[src/rtl/ps2_frame_decoder_if.sv]
// Key-event bundle from ps2_frame_decoder to the keyboard ring buffer.
// The decoder drives master; the buffer write side consumes slave.
interface ps2_frame_decoder_if;
   logic [7:0] code;
   logic       is_break;
   logic       is_ext;
   logic       code_valid;
   logic       frame_err;
   logic       busy;

   modport master (
      output code, is_break, is_ext,
      output code_valid, frame_err, busy
   );

   modport slave (
      input code, is_break, is_ext,
      input code_valid, frame_err, busy
   );
endinterface

[src/rtl/ps2_frame_decoder.sv]
// PS/2 deframer: sync, falling-edge detect, 11-bit frames, E0/F0 folding.
// Define PS2_FILTER_EN to glitch-filter the synchronised PS2_CLK.
module ps2_frame_decoder #(
   parameter int SYNC_STAGES = 2,
   parameter int TIMEOUT_CYC = 100000,
   parameter int FILTER_LEN  = 8
) (
   input  logic CLK100MHZ,
   input  logic reset,
   input  logic PS2_CLK,
   input  logic PS2_DATA,
   ps2_frame_decoder_if.master ev
);

   localparam int TW = $clog2(TIMEOUT_CYC + 1);
   localparam logic [TW-1:0] TMO_LAST = TW'(TIMEOUT_CYC - 1);

   if (SYNC_STAGES < 2 || FILTER_LEN < 1) begin : g_bad_param
      $error("ps2_frame_decoder: bad SYNC_STAGES/FILTER_LEN");
   end

   typedef enum logic [1:0] {IDLE, SHIFT, CHECK, EMIT} state_t;

   state_t state, state_n;

   logic [SYNC_STAGES-1:0] clk_sync, dat_sync;
   logic            clk_lvl, clk_prev, fall, dat_s;
   logic [3:0]      bitcnt;
   logic [7:0]      sr;
   logic            par, stop_b;
   logic [TW-1:0]   tmo_cnt;
   logic            ext_pend, brk_pend;
   logic [7:0]      code_q;
   logic            brk_q, ext_q, valid_q, err_q;

   logic go_shift, do_shift, do_par, do_stop;
   logic do_err, do_emit, set_ext, set_brk;

   assign dat_s = dat_sync[SYNC_STAGES-1];
   assign fall  = clk_prev & ~clk_lvl;

`ifdef PS2_FILTER_EN
   localparam int FW = $clog2(FILTER_LEN + 1);
   localparam logic [FW-1:0] FILT_LAST = FW'(FILTER_LEN - 1);

   logic [FW-1:0] filt_cnt;
   logic          filt_lvl;

   // Level flips only after FILTER_LEN consecutive differing samples.
   always_ff @(posedge CLK100MHZ or posedge reset) begin
      if (reset) begin
         filt_lvl <= 1'b1;
         filt_cnt <= '0;
      end else if (clk_sync[SYNC_STAGES-1] == filt_lvl) begin
         filt_cnt <= '0;
      end else if (filt_cnt == FILT_LAST) begin
         filt_lvl <= clk_sync[SYNC_STAGES-1];
         filt_cnt <= '0;
      end else begin
         filt_cnt <= filt_cnt + FW'(1);
      end
   end

   assign clk_lvl = filt_lvl;
`else
   assign clk_lvl = clk_sync[SYNC_STAGES-1];
`endif

   always_ff @(posedge CLK100MHZ or posedge reset) begin
      if (reset) state <= IDLE;
      else       state <= state_n;
   end

   always_comb begin
      state_n  = state;
      go_shift = 1'b0;
      do_shift = 1'b0;
      do_par   = 1'b0;
      do_stop  = 1'b0;
      do_err   = 1'b0;
      do_emit  = 1'b0;
      set_ext  = 1'b0;
      set_brk  = 1'b0;
      unique case (state)
         IDLE: begin
            if (fall && !dat_s) begin
               state_n  = SHIFT;
               go_shift = 1'b1;
            end
         end
         SHIFT: begin
            if (fall) begin
               unique case (1'b1)
                  (bitcnt < 4'd8): do_shift = 1'b1;
                  (bitcnt == 4'd8): do_par = 1'b1;
                  default: begin
                     do_stop = 1'b1;
                     state_n = CHECK;
                  end
               endcase
            end else if (tmo_cnt == TMO_LAST) begin
               do_err  = 1'b1;
               state_n = IDLE;
            end
         end
         CHECK: begin
            if (!(^{sr, par}) || !stop_b) begin
               do_err  = 1'b1;
               state_n = IDLE;
            end else begin
               state_n = EMIT;
               unique case (sr)
                  8'hE0:   set_ext = 1'b1;
                  8'hF0:   set_brk = 1'b1;
                  default: do_emit = 1'b1;
               endcase
            end
         end
         EMIT:    state_n = IDLE;
         default: state_n = IDLE;
      endcase
   end

   // Event outputs are registered off CHECK so they land in the EMIT cycle.
   always_ff @(posedge CLK100MHZ or posedge reset) begin
      if (reset) begin
         clk_sync <= '1;
         dat_sync <= '1;
         clk_prev <= 1'b1;
         bitcnt   <= '0;
         sr       <= '0;
         par      <= 1'b0;
         stop_b   <= 1'b0;
         tmo_cnt  <= '0;
         ext_pend <= 1'b0;
         brk_pend <= 1'b0;
         code_q   <= '0;
         brk_q    <= 1'b0;
         ext_q    <= 1'b0;
         valid_q  <= 1'b0;
         err_q    <= 1'b0;
      end else begin
         clk_sync <= {clk_sync[SYNC_STAGES-2:0], PS2_CLK};
         dat_sync <= {dat_sync[SYNC_STAGES-2:0], PS2_DATA};
         clk_prev <= clk_lvl;
         if (go_shift)
            bitcnt <= '0;
         else if (state == SHIFT && fall)
            bitcnt <= bitcnt + 4'd1;
         if (do_shift) sr <= {dat_s, sr[7:1]};
         if (do_par)   par <= dat_s;
         if (do_stop)  stop_b <= dat_s;
         if (state == SHIFT && !fall)
            tmo_cnt <= tmo_cnt + TW'(1);
         else
            tmo_cnt <= '0;
         valid_q <= do_emit;
         err_q   <= do_err;
         if (do_err) begin
            ext_pend <= 1'b0;
            brk_pend <= 1'b0;
         end else if (set_ext) begin
            ext_pend <= 1'b1;
         end else if (set_brk) begin
            brk_pend <= 1'b1;
         end else if (do_emit) begin
            code_q   <= sr;
            ext_q    <= ext_pend;
            brk_q    <= brk_pend;
            ext_pend <= 1'b0;
            brk_pend <= 1'b0;
         end
      end
   end

   assign ev.code       = code_q;
   assign ev.is_break   = brk_q;
   assign ev.is_ext     = ext_q;
   assign ev.code_valid = valid_q;
   assign ev.frame_err  = err_q;
   assign ev.busy       = (state != IDLE);

endmodule

[src/flat_wrapper.sv]
// flat-port wrapper written by rule: the top's interface ports become plain ports
module ps2_frame_decoder_flat 
#(
   parameter int SYNC_STAGES = 2,
   parameter int TIMEOUT_CYC = 100000,
   parameter int FILTER_LEN  = 8
)
  (CLK100MHZ, reset, PS2_CLK, PS2_DATA, ev_code, ev_is_break, ev_is_ext, ev_code_valid, ev_frame_err, ev_busy);
  ps2_frame_decoder_if ev_i ();
  input  logic CLK100MHZ;
  input  logic reset;
  input  logic PS2_CLK;
  input  logic PS2_DATA;
  output wire logic [$bits(ev_i.code)-1:0] ev_code;
  output wire logic [$bits(ev_i.is_break)-1:0] ev_is_break;
  output wire logic [$bits(ev_i.is_ext)-1:0] ev_is_ext;
  output wire logic [$bits(ev_i.code_valid)-1:0] ev_code_valid;
  output wire logic [$bits(ev_i.frame_err)-1:0] ev_frame_err;
  output wire logic [$bits(ev_i.busy)-1:0] ev_busy;
  assign ev_code = ev_i.code;
  assign ev_is_break = ev_i.is_break;
  assign ev_is_ext = ev_i.is_ext;
  assign ev_code_valid = ev_i.code_valid;
  assign ev_frame_err = ev_i.frame_err;
  assign ev_busy = ev_i.busy;
  ps2_frame_decoder #(.SYNC_STAGES(SYNC_STAGES), .TIMEOUT_CYC(TIMEOUT_CYC), .FILTER_LEN(FILTER_LEN)) u_core (.CLK100MHZ(CLK100MHZ), .reset(reset), .PS2_CLK(PS2_CLK), .PS2_DATA(PS2_DATA), .ev(ev_i));
endmodule
[config.mk]
export PLATFORM = sky130hd
export DESIGN_NAME = ps2_frame_decoder_flat
export DESIGN_NICKNAME = d
export VERILOG_FILES = /design/src/rtl/ps2_frame_decoder_if.sv /design/src/rtl/ps2_frame_decoder.sv /design/src/flat_wrapper.sv
export SDC_FILE = /design/constraint.sdc
export NUM_CORES = 1
export LEC_CHECK = 0
export CELL_PAD_IN_SITES_DETAIL_PLACEMENT = 0
export CELL_PAD_IN_SITES_GLOBAL_PLACEMENT = 1
export CORE_ASPECT_RATIO = 0.5
export CORE_MARGIN = 2
export CORE_UTILIZATION = 47
export DETAILED_ROUTE_END_ITERATION = 16
export PLACE_DENSITY = 0.75
export SYNTH_ARGS = -nofsm -noshare
export SYNTH_HDL_FRONTEND = slang
export SYNTH_SLANG_ARGS = --single-unit
[constraint.sdc]
create_clock -name CLK100MHZ -period 2.3 [get_ports CLK100MHZ]
set_input_delay 0.46 -clock CLK100MHZ [delete_from_list [all_inputs] [get_ports CLK100MHZ]]
set_output_delay 0.46 -clock CLK100MHZ [all_outputs]
set_load 0.05 [all_outputs]
## Word-level counts from Yosys, hierarchy flattened

Index checks and enable logic that the tools add are counted.

| cells by class | value |
|---|---|
| shifts and indexed selects | 0 |
| equality and inequality tests | 12 |
| order comparisons | 1 |
| add/sub/neg operators | 2 |
| reductions and logical operators | 20 |
| $mul | 0 |
| muxes and demuxes | 40 |
| divide/modulo/power cells | 0 |
| bitwise gates (word level) | 5 |

Operators with widths:

| kind | number |
|---|---|
| $mux 1 | 30 |
| $add 17x1->17 const B | 1 |
| $eq 17x17->1 const B | 1 |
| $mux 17 | 1 |
| $eq 8x8->1 const B | 2 |
| $mux 2 | 5 |
| $reduce_xor 9->1 | 1 |
| $mux 4 | 2 |
| $pmux 2 s4 | 1 |
| $ne 3x1->1 const B | 2 |
| $reduce_bool 3->1 | 2 |
| $add 4x1->4 const B | 1 |
| $eq 2x2->1 const B | 2 |
| $eq 4x4->1 const B | 1 |
| $logic_not 1->1 | 4 |
| $lt 4x4->1 const B | 1 |
| $ne 2x1->1 const B | 2 |
| $not 1->1 | 4 |
| $reduce_and 2->1 | 2 |
| $reduce_and 4->1 | 1 |
| $reduce_bool 2->1 | 2 |
| $reduce_or 2->1 | 2 |
| $logic_and 1x1->1 | 3 |
| $ne 3x3->1 const B | 1 |
| other kinds (6) | 6 |

| word-level totals | value |
|---|---|
| ROM bits | 0 |
| logic and storage cells | 96 |
| input port bits | 4 |
| memories kept | 0 |
| output and inout bits | 13 |
| bits in writable memories | 0 |
| latch bits | 0 |
| bits in registers | 52 |

## Longest topological paths before layout

Gate-level depths: netlist of run 1.

| logic depth | value |
|---|---|
| word-level depth | 9 |
| gate-level depth with buffers | 7 |

## Worst setup path after synthesis of run 1

OpenSTA, ideal clock, no wires.

| timing | value |
|---|---|
| path kind | reg2reg |
| start point | register u_core.sr[1] |
| end point | register u_core.code_q[0] (netlist: u_core.ev.code[0]) |
| setup slack | 0.189 ns |
| path buffers | 0 |
| arrival time | 1.987 ns |
| stages on the path, launching flop included | 6 |
| data required time | 2.175 ns |
| period minus slack after synthesis | 2.111 ns |
| cell sequence | dfrtp_1 -> xnor3_1 -> xnor3_2 -> mux2i_1 -> nor3_4 -> mux2_2 |

| between the ends | value |
|---|---|
| word-level cells in the longest chain between the ends | 7 |
| elaborated cells between the ends (all ways) | 21 |
| those cells by class | eq/ne: 2; mux: 11; bitwise: 3; reduce/logical: 5 |

RTL lines:

| item | line | text |
|---|---|---|
| start: declaration | ps2_frame_decoder.sv:29 | `logic [7:0] sr;` |
| start signal: assignment | ps2_frame_decoder.sv:150 | `if (do_shift) sr <= {dat_s, sr[7:1]};` |
| $reduce_xor 9->1 | ps2_frame_decoder.sv:107 | `if (!(^{sr, par}) \|\| !stop_b) begin` |
| $logic_not 1->1 | ps2_frame_decoder.sv:107 |  |
| $logic_or 1x1->1 | ps2_frame_decoder.sv:107 |  |
| $mux 1 | ps2_frame_decoder.sv:107 |  |
| $pmux 1 s2 or $mux 1 (tied branches) | ps2_frame_decoder.sv:84 | `unique case (state)` |
| $not 1->1 (no source line) | - |  |
| $reduce_and 4->1 (no source line) (*) | - |  |
| end signal: assignment | ps2_frame_decoder.sv:167 | `code_q <= sr;` |
| end: declaration | ps2_frame_decoder.sv:33 | `logic [7:0] code_q;` |

Every way passes the cells marked *; elsewhere a longest branch is shown, timed or not.
A chain may end at the register's enable or synchronous reset.

## Worst setup path in the final report of run 1

| timing | value |
|---|---|
| start point | register u_core.tmo_cnt[0] |
| end point | register u_core.ext_q (netlist: u_core.ev.is_ext) |

| between the ends | value |
|---|---|
| word-level cells in the longest chain between the ends | 6 |

RTL lines:

| item | line | text |
|---|---|---|
| start: declaration | ps2_frame_decoder.sv:31 | `logic [TW-1:0] tmo_cnt;` |
| start signal: assignment | ps2_frame_decoder.sv:154 | `tmo_cnt <= tmo_cnt + TW'(1);` |
| $eq 17x17->1 | ps2_frame_decoder.sv:101 | `end else if (tmo_cnt == TMO_LAST) begin` |
| $mux 1 | ps2_frame_decoder.sv:101 |  |
| $mux 1 | ps2_frame_decoder.sv:92 | `if (fall) begin` |
| $pmux 1 s2 | ps2_frame_decoder.sv:84 |  |
| $not 1->1 (no source line) | - |  |
| $reduce_and 4->1 (no source line) | - |  |
| end signal: assignment | ps2_frame_decoder.sv:168 | `ext_q <= ext_pend;` |
| end: declaration | ps2_frame_decoder.sv:34 | `logic brk_q, ext_q, valid_q, err_q;` |

Every way passes these cells.

==> results.md, run 1 <==
* GRT overflow at 0
* Cell area after synthesis at 0.002382 mm^2
* Status: finished clean
* Vias per cell at 5.066
* Post-Route WL at 4.097 mm
* Worst hold slack at 357.8 ps
* Worst vdd ir at 0.5678 mV
* Total GRT Usage at 15.52%
* Max-slew violations at 0
* Hold Crit Depth at 0
* Syn avg cell area at 11.74 um^2
* RSZ-0062 raised after global routing: no
* CTS Sinks at 52
* Max-slew headroom at 63.80%
* Post-CTS sizing at 0
* HP Class: reg -> reg
* Net Count, Synth at 214
* Post-synth ARST share at 100.0%
* Drt pass-1 iters at 4
* Post-layout minimum cycle time at 2178 ps
* Layout cell share with drive strength beyond 1 at 18.10%
* Max_cap viols at 0
* Remaining antenna violation count at 0
* Period utilisation layout at 94.71%
* Worst reg-to-reg path cell count at 7
* Most common flop cell mapped by yosys: dfrtp_1
* Die W at 104.7 um
* Setup Skew at 7.415 ps
* TritonCTS clock tree: yes
* Number of fill cells in the layout at 447
* Root buffer cell: clkbuf_8
* Mux contribution to synthesized area at 9.874%
* Buf/Inv on CP at 1
* Cts bufs inserted at 5
* CP Capture Type: flop
* Number of global-route vias before repair at 1460
* First-pass GRT wire length at 6.720 mm
* Worst-margin pin slew at 541.7 ps
* Final setup fails at 0
* Via count at 1530
* Fmax at 459.1 MHz
* Die Ht at 54.34 um
* Worst-path fanout max at 9
* Hold Vio Cnt, Final at 0
* Adder-cell share of the synthesized area at 3.676%
* Largest family of logic cells by synthesized area: simple AND/OR/NAND/NOR gates
* Pwr dens at 978.9 mW/mm^2
* Pin count of the biggest net entering global routing at 35
* CP Data Required Time at 2480 ps
* Area Growth Syn to Fin at 17.02%
* Startpoint types: flop
* Most frequent CP cell: and4_1
* Sequential area share after synthesis at 54.88%
* Clock Tree Buf Depth at 2
* Synth Area in Simple Gates at 15.28%
* # hold bufs at CTS at 0
* Post-CTS Setup Bufs at 0
* Largest delay share family, worst path: simple AND/OR/NAND/NOR gates
* CP max stage cell: dfrtp_1
* Routed len/inst at 13.57 um
* I/O Buffers at 16
* Synth Warn # at 0
* Antenna cells at 0
* Area of the die at 0.005689 mm^2
* EDFF count, synth at 0
* IO Count at 17
* Residual DRC at 0
* Critical setup path kind: reg -> reg
* Final HPWL DP at 2.927 mm
* Mapped Cells at 203
* CP cell instances: ha_1 > and4_1 > and4_1 > and3_1 > nor3_4 > buf_12 > mux2_2
* Layout net count at 242
* Post-Synth XOR/XNOR Area at 9.296%
* Synth Area in Compound Gates at 5.095%
* Crit-path max cell delay at 420 ps
* Final TNS setup at 0 ps
* Core box area at 0.004910 mm^2
* Leakage Power at 1.252 nW
* CTS HTree Levels at 2
* Worst-Skew Late Latency at 300 ps
* GPL Wtd Cong at 0.7208
* Initial antenna violation count at 0
* Netlist cell types at 33
* Initial core utilization at 48.52%
* CP Depth at 7
* FF+latch count, synth at 52
* Clk slew on worst S/H paths at 90 ps
* Site Rows at 18
* Data arrival, critical path at 2360 ps
* First DRT Iteration DRCs at 55
[cell type report]
class	count	area [um^2]	area share, %
sequential	52	1308	46.90
multi-input combinational	139	1030	36.94
timing repair buffer	23	235.2	8.438
clock buffer	8	90.09	3.232
tap	70	87.58	3.142
inverter	10	37.54	1.347
[worst register-to-register path: stages (launching register included)]
cell and delay (ps):
dfrtp_1 420, ha_1 250, and4_1 200, and4_1 240, and3_1 220, nor3_4 240, buf_12 160, mux2_2 330
[registers in the layout, summed over array words and instances, names as in the netlist, 2 cells and up]
signal and cells:
u_core.dat_sync 2, u_core.state 2, u_core.ev.code 8, u_core.clk_sync 2, u_core.bitcnt 4, u_core.sr 8
u_core.tmo_cnt 17
[path summary, 6_finish.rpt]
path | slack [ps] | endpoint | startpoint
worst max-delay path | 120 | u_core.ev.is_ext | u_core.tmo_cnt[0]
max in group asynchronous | 1250 | u_core.dat_sync[1] | reset
worst max register to register | 120 | u_core.ev.is_ext | u_core.tmo_cnt[0]
min in group asynchronous | 470 | u_core.tmo_cnt[14] | reset
worst min-delay path | 360 | u_core.clk_sync[1] | u_core.clk_sync[0]
worst min register to register | 360 | u_core.clk_sync[1] | u_core.clk_sync[0]
[synth_stat cells (all sizes together) (2+ instances only)]
cell type,count,area [um^2]
a2111oi,2,17.52
a21oi,7,35.03
a31oi,2,12.51
and2,3,18.77
and3,6,37.54
and4,3,26.28
clkbuf,2,7.510
dfrtp,47,1176
dfstp,5,131.4
ha,7,87.58
inv,10,37.54
mux2,20,225.2
nand2,15,56.30
nand3,4,20.02
nand4,3,18.77
nor2,22,82.58
nor2b,2,12.51
nor3,5,36.29
nor4b,3,26.28
o21ai,3,15.01
o31ai,2,15.01
or3,2,12.51
xnor2,11,96.34
xnor3,2,46.29
xor2,9,78.83
[layer usage]
metal	GRT usage [%]	part of all wire (%)	vias to the layer above	wire [um]
li1	-	-	760	-
met1	20.51	52	751	2119
met2	25.16	45	19	1854
met3	4.286	3.0	0	122
met4	6.000	0	0	0
met5	0	0	-	0
[kinds of logic (layout without fill, tap and decap cells)]
logic type / after synthesis / in the layout
simple gates: 70 / 70
flops: 52 / 52
xor+xnor: 22 / 22
mux: 21 / 21
compound gates: 19 / 19
buf+inv: 12 / 41
fa+ha+maj: 7 / 7
[per-stage QoR]
| stage | cell area [um^2] | setup slack, ps | power (mW) | cells | utilization (%) |
|---|---|---|---|---|---|
| 3_3_place_gp | 2690 | 160.1 | 2.195 | 293 | 54.79 |
| 4_1_cts | 2780 | 46.22 | 2.767 | 301 | 56.63 |
| 5_1_grt | 2788 | 0.01377 | 2.905 | 302 | 56.78 |
| 6_report | 2788 | 121.6 | 2.729 | 302 | 56.78 |
| 3_5_place_dp | 2690 | 63.65 | 2.237 | 293 | 54.79 |
| 2_1_floorplan | 2382 | 188.6 | 1.984 | 203 | - |
[cells in the final DEF, fill, tap and decap left out, types with 5 or more instances in the layout]
| master | count |
|---|---|
| a21oi_1 | 7 |
| and3_1 | 6 |
| buf_4 | 6 |
| clkbuf_8 | 6 |
| clkdlybuf4s50_1 | 15 |
| dfrtp_1 | 47 |
| dfstp_2 | 5 |
| ha_1 | 7 |
| inv_1 | 9 |
| mux2_2 | 20 |
| nand2_1 | 15 |
| nor2_1 | 22 |
| xnor2_1 | 11 |
| xor2_1 | 9 |
[report_power, final]
group	switching, mW	internal [mW]
sequential	0.144	1.06
clock	0.275	0.246
combinational	0.558	0.451
Note: power is estimated with default switching activity, not from simulation.
==> inputs of run 2 (changes only) <==
CAP_MARGIN = 20   (was not set)
==> results of run 2 <==
Same layout as run 1: the final DEF is identical, and so are final timing and power.
